--- config.mk ---
export PLATFORM = sky130hd
export DESIGN_NAME = ft601_bus_arb
export DESIGN_NICKNAME = d
export VERILOG_FILES = /design/src/rtl/ft601_bus_arb.sv
export SDC_FILE = /design/constraint.sdc
export NUM_CORES = 1
export LEC_CHECK = 0
export ABC_AREA = 0
export CAP_MARGIN = 30
export CORE_UTILIZATION = 40
export DETAILED_ROUTE_END_ITERATION = 10
export HOLD_SLACK_MARGIN = 0.15
export PLACE_DENSITY_LB_ADDON = 0.2
export SLEW_MARGIN = 20
export SYNTH_ARGS = -nofsm -noshare
export SYNTH_HDL_FRONTEND = slang
export SYNTH_SLANG_ARGS = --single-unit
export TNS_END_PERCENT = 100
--- constraint.sdc ---
create_clock -name ft_clk -period 2.13 [get_ports ft_clk]
set_input_delay 0.3195 -clock ft_clk [delete_from_list [all_inputs] [get_ports ft_clk]]
set_output_delay 0.3195 -clock ft_clk [all_outputs]
set_load 0.02 [all_outputs]
--- src/rtl/ft601_bus_arb.sv ---
// Round-robin RX/TX scheduler for the FT601 245-synchronous FIFO bus, with bounded bursts per grant.
// Optional beat/burst statistics counters are enabled by defining FT601_BUS_ARB_STATS_EN.
module ft601_bus_arb #(
  parameter int unsigned MAX_BURST = 256,
  parameter int unsigned CNT_W     = 12
) (
  input  logic        ft_clk,
  input  logic        ft_reset,
`ifdef FT601_BUS_ARB_STATS_EN
  input  logic        stats_clear,
  output logic [31:0] rx_beats,
  output logic [31:0] tx_beats,
  output logic [31:0] rx_bursts,
  output logic [31:0] tx_bursts,
`endif
  input  logic        rx_enable,
  input  logic        tx_enable,
  input  logic        ft_rxf_n,
  input  logic        ft_txe_n,
  output logic        ft_oe_n,
  output logic        ft_rd_n,
  output logic        ft_wr_n,
  output logic        ft_data_oe,
  input  logic        rx_afull,
  output logic        rx_ce,
  input  logic        tx_valid,
  output logic        tx_pop,
  output logic        grant_rx,
  output logic        grant_tx,
  output logic        busy
);

  typedef enum logic [2:0] {
    S_IDLE     = 3'd0,
    S_RX_OE    = 3'd1,
    S_RX_BURST = 3'd2,
    S_TX_BURST = 3'd3,
    S_TURN     = 3'd4
  } state_t;

  state_t             r_state;
  state_t             w_next;
  logic               r_last_tx;
  logic [CNT_W-1:0]   r_cnt;
  logic               r_oe_n;
  logic               r_rd_n;
  logic               r_data_oe;
  logic               r_grant_rx;
  logic               r_grant_tx;
  logic               r_busy;

  logic               w_rx_req;
  logic               w_tx_req;
  logic               w_cnt_last;
  logic               w_beat;
  logic               w_rx_ce;
  logic               w_tx_pop;
  logic               w_wr_n;

  assign w_rx_req   = rx_enable & ~ft_rxf_n & ~rx_afull;
  assign w_tx_req   = tx_enable & ~ft_txe_n & tx_valid;
  assign w_cnt_last = (r_cnt == CNT_W'(MAX_BURST - 1));

  // Next state plus the input-dependent strobes (rx_ce, ft_wr_n, tx_pop).
  always_comb begin
    w_next   = r_state;
    w_rx_ce  = 1'b0;
    w_tx_pop = 1'b0;
    w_wr_n   = 1'b1;
    w_beat   = 1'b0;
    case (r_state)
      S_IDLE: begin
        if (w_rx_req && (!w_tx_req || r_last_tx)) w_next = S_RX_OE;
        else if (w_tx_req)                        w_next = S_TX_BURST;
      end
      S_RX_OE: w_next = S_RX_BURST;
      S_RX_BURST: begin
        w_rx_ce = ~rx_afull;
        w_beat  = ~ft_rxf_n & w_rx_ce;
        if (ft_rxf_n || rx_afull || (w_beat && w_cnt_last)) w_next = S_TURN;
      end
      S_TX_BURST: begin
        w_wr_n   = ~tx_valid;
        w_tx_pop = tx_valid & ~ft_txe_n;
        w_beat   = w_tx_pop;
        if (ft_txe_n || !tx_valid || (w_beat && w_cnt_last)) w_next = S_TURN;
      end
      S_TURN:  w_next = S_IDLE;
      default: w_next = S_IDLE;
    endcase
  end

  // State, fairness and burst counter; state-only outputs are flopped from the next state.
  always_ff @(posedge ft_clk) begin
    if (ft_reset) begin
      r_state    <= S_IDLE;
      r_last_tx  <= 1'b1;
      r_cnt      <= '0;
      r_oe_n     <= 1'b1;
      r_rd_n     <= 1'b1;
      r_data_oe  <= 1'b0;
      r_grant_rx <= 1'b0;
      r_grant_tx <= 1'b0;
      r_busy     <= 1'b0;
    end else begin
      r_state <= w_next;
      if (r_state == S_IDLE) begin
        r_cnt <= '0;
        if (w_next == S_RX_OE)    r_last_tx <= 1'b0;
        if (w_next == S_TX_BURST) r_last_tx <= 1'b1;
      end else if (w_beat) begin
        r_cnt <= r_cnt + CNT_W'(1);
      end
      r_oe_n     <= ~((w_next == S_RX_OE) || (w_next == S_RX_BURST));
      r_rd_n     <= ~(w_next == S_RX_BURST);
      r_data_oe  <= (w_next == S_TX_BURST);
      r_grant_rx <= (w_next == S_RX_OE) || (w_next == S_RX_BURST);
      r_grant_tx <= (w_next == S_TX_BURST);
      r_busy     <= (w_next != S_IDLE);
    end
  end

  assign ft_oe_n    = r_oe_n;
  assign ft_rd_n    = r_rd_n;
  assign ft_wr_n    = w_wr_n;
  assign ft_data_oe = r_data_oe;
  assign rx_ce      = w_rx_ce;
  assign tx_pop     = w_tx_pop;
  assign grant_rx   = r_grant_rx;
  assign grant_tx   = r_grant_tx;
  assign busy       = r_busy;

`ifdef FT601_BUS_ARB_STATS_EN
  logic [31:0] r_rx_beats;
  logic [31:0] r_tx_beats;
  logic [31:0] r_rx_bursts;
  logic [31:0] r_tx_bursts;

  // Free-running statistics; a clear beats a same-cycle increment.
  always_ff @(posedge ft_clk) begin
    if (ft_reset || stats_clear) begin
      r_rx_beats  <= '0;
      r_tx_beats  <= '0;
      r_rx_bursts <= '0;
      r_tx_bursts <= '0;
    end else begin
      if (w_beat && (r_state == S_RX_BURST)) r_rx_beats <= r_rx_beats + 32'd1;
      if (w_beat && (r_state == S_TX_BURST)) r_tx_beats <= r_tx_beats + 32'd1;
      if ((r_state == S_IDLE) && (w_next == S_RX_OE))    r_rx_bursts <= r_rx_bursts + 32'd1;
      if ((r_state == S_IDLE) && (w_next == S_TX_BURST)) r_tx_bursts <= r_tx_bursts + 32'd1;
    end
  end

  assign rx_beats  = r_rx_beats;
  assign tx_beats  = r_tx_beats;
  assign rx_bursts = r_rx_bursts;
  assign tx_bursts = r_tx_bursts;
`endif

endmodule

### Word-level counts from Yosys, hierarchy flattened

Cells that the tools add are included.

| word-level totals | value |
|---|---|
| register bits after elaboration | 21 |
| input bits | 8 |
| output and inout bits | 9 |
| word-level logic and storage cells | 55 |

| cells by class | value |
|---|---|
| add/sub/neg operators | 1 |
| equal/unequal tests | 7 |
| multiplexer cells | 11 |
| bitwise gates (word level) | 12 |
| reductions and logical operators | 16 |

Operator list:

| kind | number |
|---|---|
| adder 12 x 1 -> 12 bit (second input constant) | 1 |
| equality test 12 x 8 -> 1 bit (second input constant) | 1 |
| equality test 3 x 2 -> 1 bit (second input constant) | 4 |
| two-way mux 3 bit | 4 |
| one-hot mux 3 bit (4 select lines) | 1 |
| AND 1 bit | 6 |
| equality test 3 x 1 -> 1 bit (second input constant) | 2 |
| logical OR 1 bit | 6 |
| NOT 1 bit | 6 |
| two-way mux 1 bit | 5 |
| logical AND 1 bit | 3 |
| logical NOT 3 bit | 1 |
| nonzero test 3 bit | 1 |
| logical NOT 1 bit | 2 |
| one-hot mux 1 bit (2 select lines) | 1 |
| AND reduction 2 bit | 1 |
| nonzero test 2 bit | 1 |
| OR reduction 2 bit | 1 |

### Depth between registers and ports, before layout

| logic depth | value |
|---|---|
| depth after elaboration | 11 |
| mapped depth | 7 |
| depth with buffers taken out | 6 |

### Least setup slack after synthesis

Ideal clock, no wire load.

| timing | value |
|---|---|
| path type | flip-flop to flip-flop |
| from | register r_state[0] |
| to | register r_cnt[7] |
| setup time | 128 ps |
| arrival | 1627 ps |
| data required time | 2002 ps |
| slack | 375 ps |
| stages on the path, launching flop included | 8 |
| buffers on the path | 2 |
| period minus slack after synthesis | 1755 ps |
| path through | dfxtp_1 buf_6 nor4b_4 a32oi_2 buf_6 nor4_2 xnor2_1 nor2_1 |

| between the ends | value |
|---|---|
| longest elaborated chain between the ends | 2 |
| elaborated cells on any way between the ends | 5 |
| those cells by class | eq/ne (2); mux (1); reduce/logical (2) |

Ends and longest elaborated chain:

| element | RTL line | RTL |
|---|---|---|
| start: declaration | 41 | `state_t r_state;` |
| start signal: assignment | 106 | `r_state <= w_next;` |
| equality test 3 x 2 -> 1 bit / logical NOT 3 bit (equally long branches) | 71, 107 |  |
| one-hot mux 1 bit (2 select lines) / OR reduction 2 bit (equally long branches) | -- |  |
| end signal: assignment | 112 | `r_cnt <= r_cnt + CNT_W'(1);` |
| end: declaration | 44 | `logic [CNT_W-1:0] r_cnt;` |

Several ways; a longest one is shown, not always the timed one.
A chain may end at the register's enable or synchronous reset.

### Worst setup path after layout

| timing | value |
|---|---|
| from | register r_state[2] |
| to | output port ft_wr_n |

| between the ends | value |
|---|---|
| longest elaborated chain between the ends | 2 |

Ends and longest elaborated chain:

| element | RTL line | RTL |
|---|---|---|
| equality test 3 x 2 -> 1 bit | 71 | `case (r_state)` |
| two-way mux 1 bit | 71 |  |
| end: declaration | 22 | `output logic ft_wr_n,` |

Every way passes these cells.

==> impl_metrics.yaml <==
run_status:
  status: "completed"
timing:
  setup_ws_ps: 194
  slew_viol_final: 0
  setup_tns_ps: 0
  relSlewSlack_pct: 70.4
  hold_viol: 0
  rsz0062_at_grt: "no"
  finalCriticalPeriod_ps: 1940
  skew_ps: 0.501
  finalCritPeriodShare_pct: 90.9
  whs_ps: 506
  worst_pin_slew_ps: 444
  setup_viol: 0
  clock.fmax_mhz: 516
worst_hold_path:
  hold_path_class: "reg2reg"
  min_from: "r_last_tx"
  whs_path_depth: 1
  worst_hold_path.endpoint: "r_last_tx"
clock_tree:
  cts_buffers: 3
  cts_root_buffer: "clkbuf_4"
  clk_latency_ps: 290
  clock_sinks: 21
  htreeDepth: 1
  holdBufCountCts: 0
  cts-root-to-sink-buffers: 2
  path_clk_slew_ps: 110
  cts_tree: "done"
setup_path:
  cp-start-kind: "register"
  reg2reg_setup_slack_ps: 360
  r2r_start: "r_cnt[8]"
  reg2reg_depth: 5
  worst-path-max-fanout: 7
  r2r-end: "grant_tx"
  end_kind: "output port"
  required_ps: 1810
  crit_arrival_ps: 1620
  path_class: "reg2out"
grt:
  grt_use_total_pct: 15.8
  grt_first_pass_wirelength_microns: 3120
  grt_max_degree: 13
  grt_pass1_vias: 731
  grt_antenna_before_repair: 0
  grt_overflow: 0
place:
  dp_cells: 153
  port_buffers: 16
  dpl.hpwl_microns: 1440
  dp_slack_ps: 41.6
  postPlaceCellArea_sq_mm: 0.00119
  gp_congestion: 0.853
finish:
  layout_common_cells: "21 x dfxtp_1, 14 x clkdlybuf4s50_1, 13 x nor2_1, 9 x xnor2_1, 8 x nand3_1"
  layout_commonest_cell: "dfxtp_1"
  layout.cells.non_filler: 157
  fin_area_sq_mm: 0.00123
  drive_gt1_share_pct: 12.4
  diodes: 0
  utilization_pct: 53.9
  syn_to_final_growth_pct: 24.4
  nNetsFinal: 139
  n_fill_cell: 205
synthesis:
  synth_area_sq_um: 986
  synth.avg_cell_area_sq_um: 9.21
  synth_cell_types: 34
  synth_top_area_share_pct: 42.6
  yosysTopAreaCell: "dfxtp_1"
  ys_ff_latch: 21
  syn_inst: 107
  ys_seq_area_share_pct: 42.6
  yosysWarnings: 0
  synth_area_leaders: "dfxtp_1 43%, xnor2_1 8.0%, nor2_1 4.9%, nand3_1 4.1%, nor3_1 3.6%"
  synthesis.nets: 116
pwr:
  clkPwrFrac_pct: 26.1
  power_mw: 0.701
  combPwrFrac_pct: 14.7
  seq_power_share_pct: 59.1
  switching_share_pct: 24.2
  switching_power_mw: 0.170
  p_per_area_mw_per_mm2: 571
  p_int_mw: 0.531
  p_leak_nw: 0.445
  ir_drop_mv: 0.425
die:
  core-area_sq_mm: 0.00228
  pin_count: 17
  rows: 17
  die_width_microns: 51.6
  die_area_sq_mm: 0.00267
  die_h_microns: 51.6
  start_util_pct: 43.3
drt:
  wl_per_cell_microns: 11.8
  viasPerCell: 5.22
  drt_iter0_drc: 10
  detail-route-antenna-nets: 0
  vias: 820
  drc: 0
  drtPass1Iterations: 4
  wl_microns: 1860
run:
  maxCapViolations: 0
[cells in the mapped netlist]
library cell / n
nor4b_4: 1
a41oi_1: 1
dfxtp_1: 21
a21boi_1: 1
buf_6: 2
nor4_2: 1
nor4_1: 2
clkbuf_1: 1
or4bb_1: 1
nor3b_1: 2
nor3_1: 7
a32oi_2: 1
mux2i_1: 1
nor3_2: 1
o21ai_0: 3
and3_1: 1
buf_4: 1
or2_2: 1
o21ai_1: 1
and2_1: 3
ha_1: 1
or4_1: 1
a211o_1: 1
xnor2_1: 9
nor2b_1: 4
or3_1: 2
nand2_1: 5
nand4_1: 2
a21oi_1: 3
nand3_1: 8
xor2_1: 1
inv_1: 3
nor2_1: 13
o211a_4: 1
[worst max path at each step]
stage                from  endpoint  slack, ps
3_5_place_dp     tx_valid  r_cnt[3]         40
5_1_grt        r_state[2]   ft_wr_n        100
3_3_place_gp     tx_valid    tx_pop         40
2_1_floorplan  r_state[0]  r_cnt[7]        380
6_report       r_state[2]   ft_wr_n        190
4_1_cts          tx_valid    tx_pop         20
[cells by family (layout without fill, tap and decap cells)]
family	Yosys count	count (layout)	synth area share [%]
compound gates	12	12	9.52
xor+xnor	10	10	8.88
fa+ha+maj	1	1	1.27
flops	21	21	42.6
simple gates	55	55	32.1
buf+inv	7	29	4.57
mux	1	1	1.02
[sequential cells by signal (all words and copies together), names as in the netlist]
signal and flops:
busy 1, grant_tx 1, r_last_tx 1, ft_oe_n 1, r_state 3, grant_rx 1, r_cnt 12, ft_rd_n 1
[what timing repair did]
| item | in CTS | in global routing |
|---|---|---|
| pin swaps | 0 | 0 |
| resized for setup | 1 | 2 |
| endpoints found under the hold margin | 0 | 0 |
| endpoints found under the setup margin | 1 | 2 |
| setup buffers | 0 | 0 |
[layout make-up]
class                           instances  area (sq um)  area share [%]
Clock buffer                            4          26.3            2.14
Timing Repair Buffer                   22           210            17.1
Multi-Input combinational cell         79           523            42.7
Tap cell                               28          35.0            2.86
Inverter                                3          11.3           0.918
Sequential cell                        21           420            34.3
[power groups by stage]
stage               logic (mW)  registers (mW)  clock network [mW]
floorplan               0.0502           0.430                   0
global placement         0.103           0.422                   0
detailed placement       0.103           0.423                   0
CTS                      0.104           0.414               0.194
global route             0.112           0.416               0.213
finish                   0.103           0.414               0.183
[worst max-delay path: stages, from the launching register on]
cell	delay, ps
dfxtp_1	520
nor2b_2	110
nand3_1	90
clkdlybuf4s50_1	600
[per-layer routing]
metal	up-vias	wire length [microns]	GRT usage, %
li1	422	-	-
met1	378	863	17.3
met2	18	893	28.8
met3	2	85	5.56
met4	0	12	4.05
met5	-	0	0
Power figures use the tool's default switching activity.
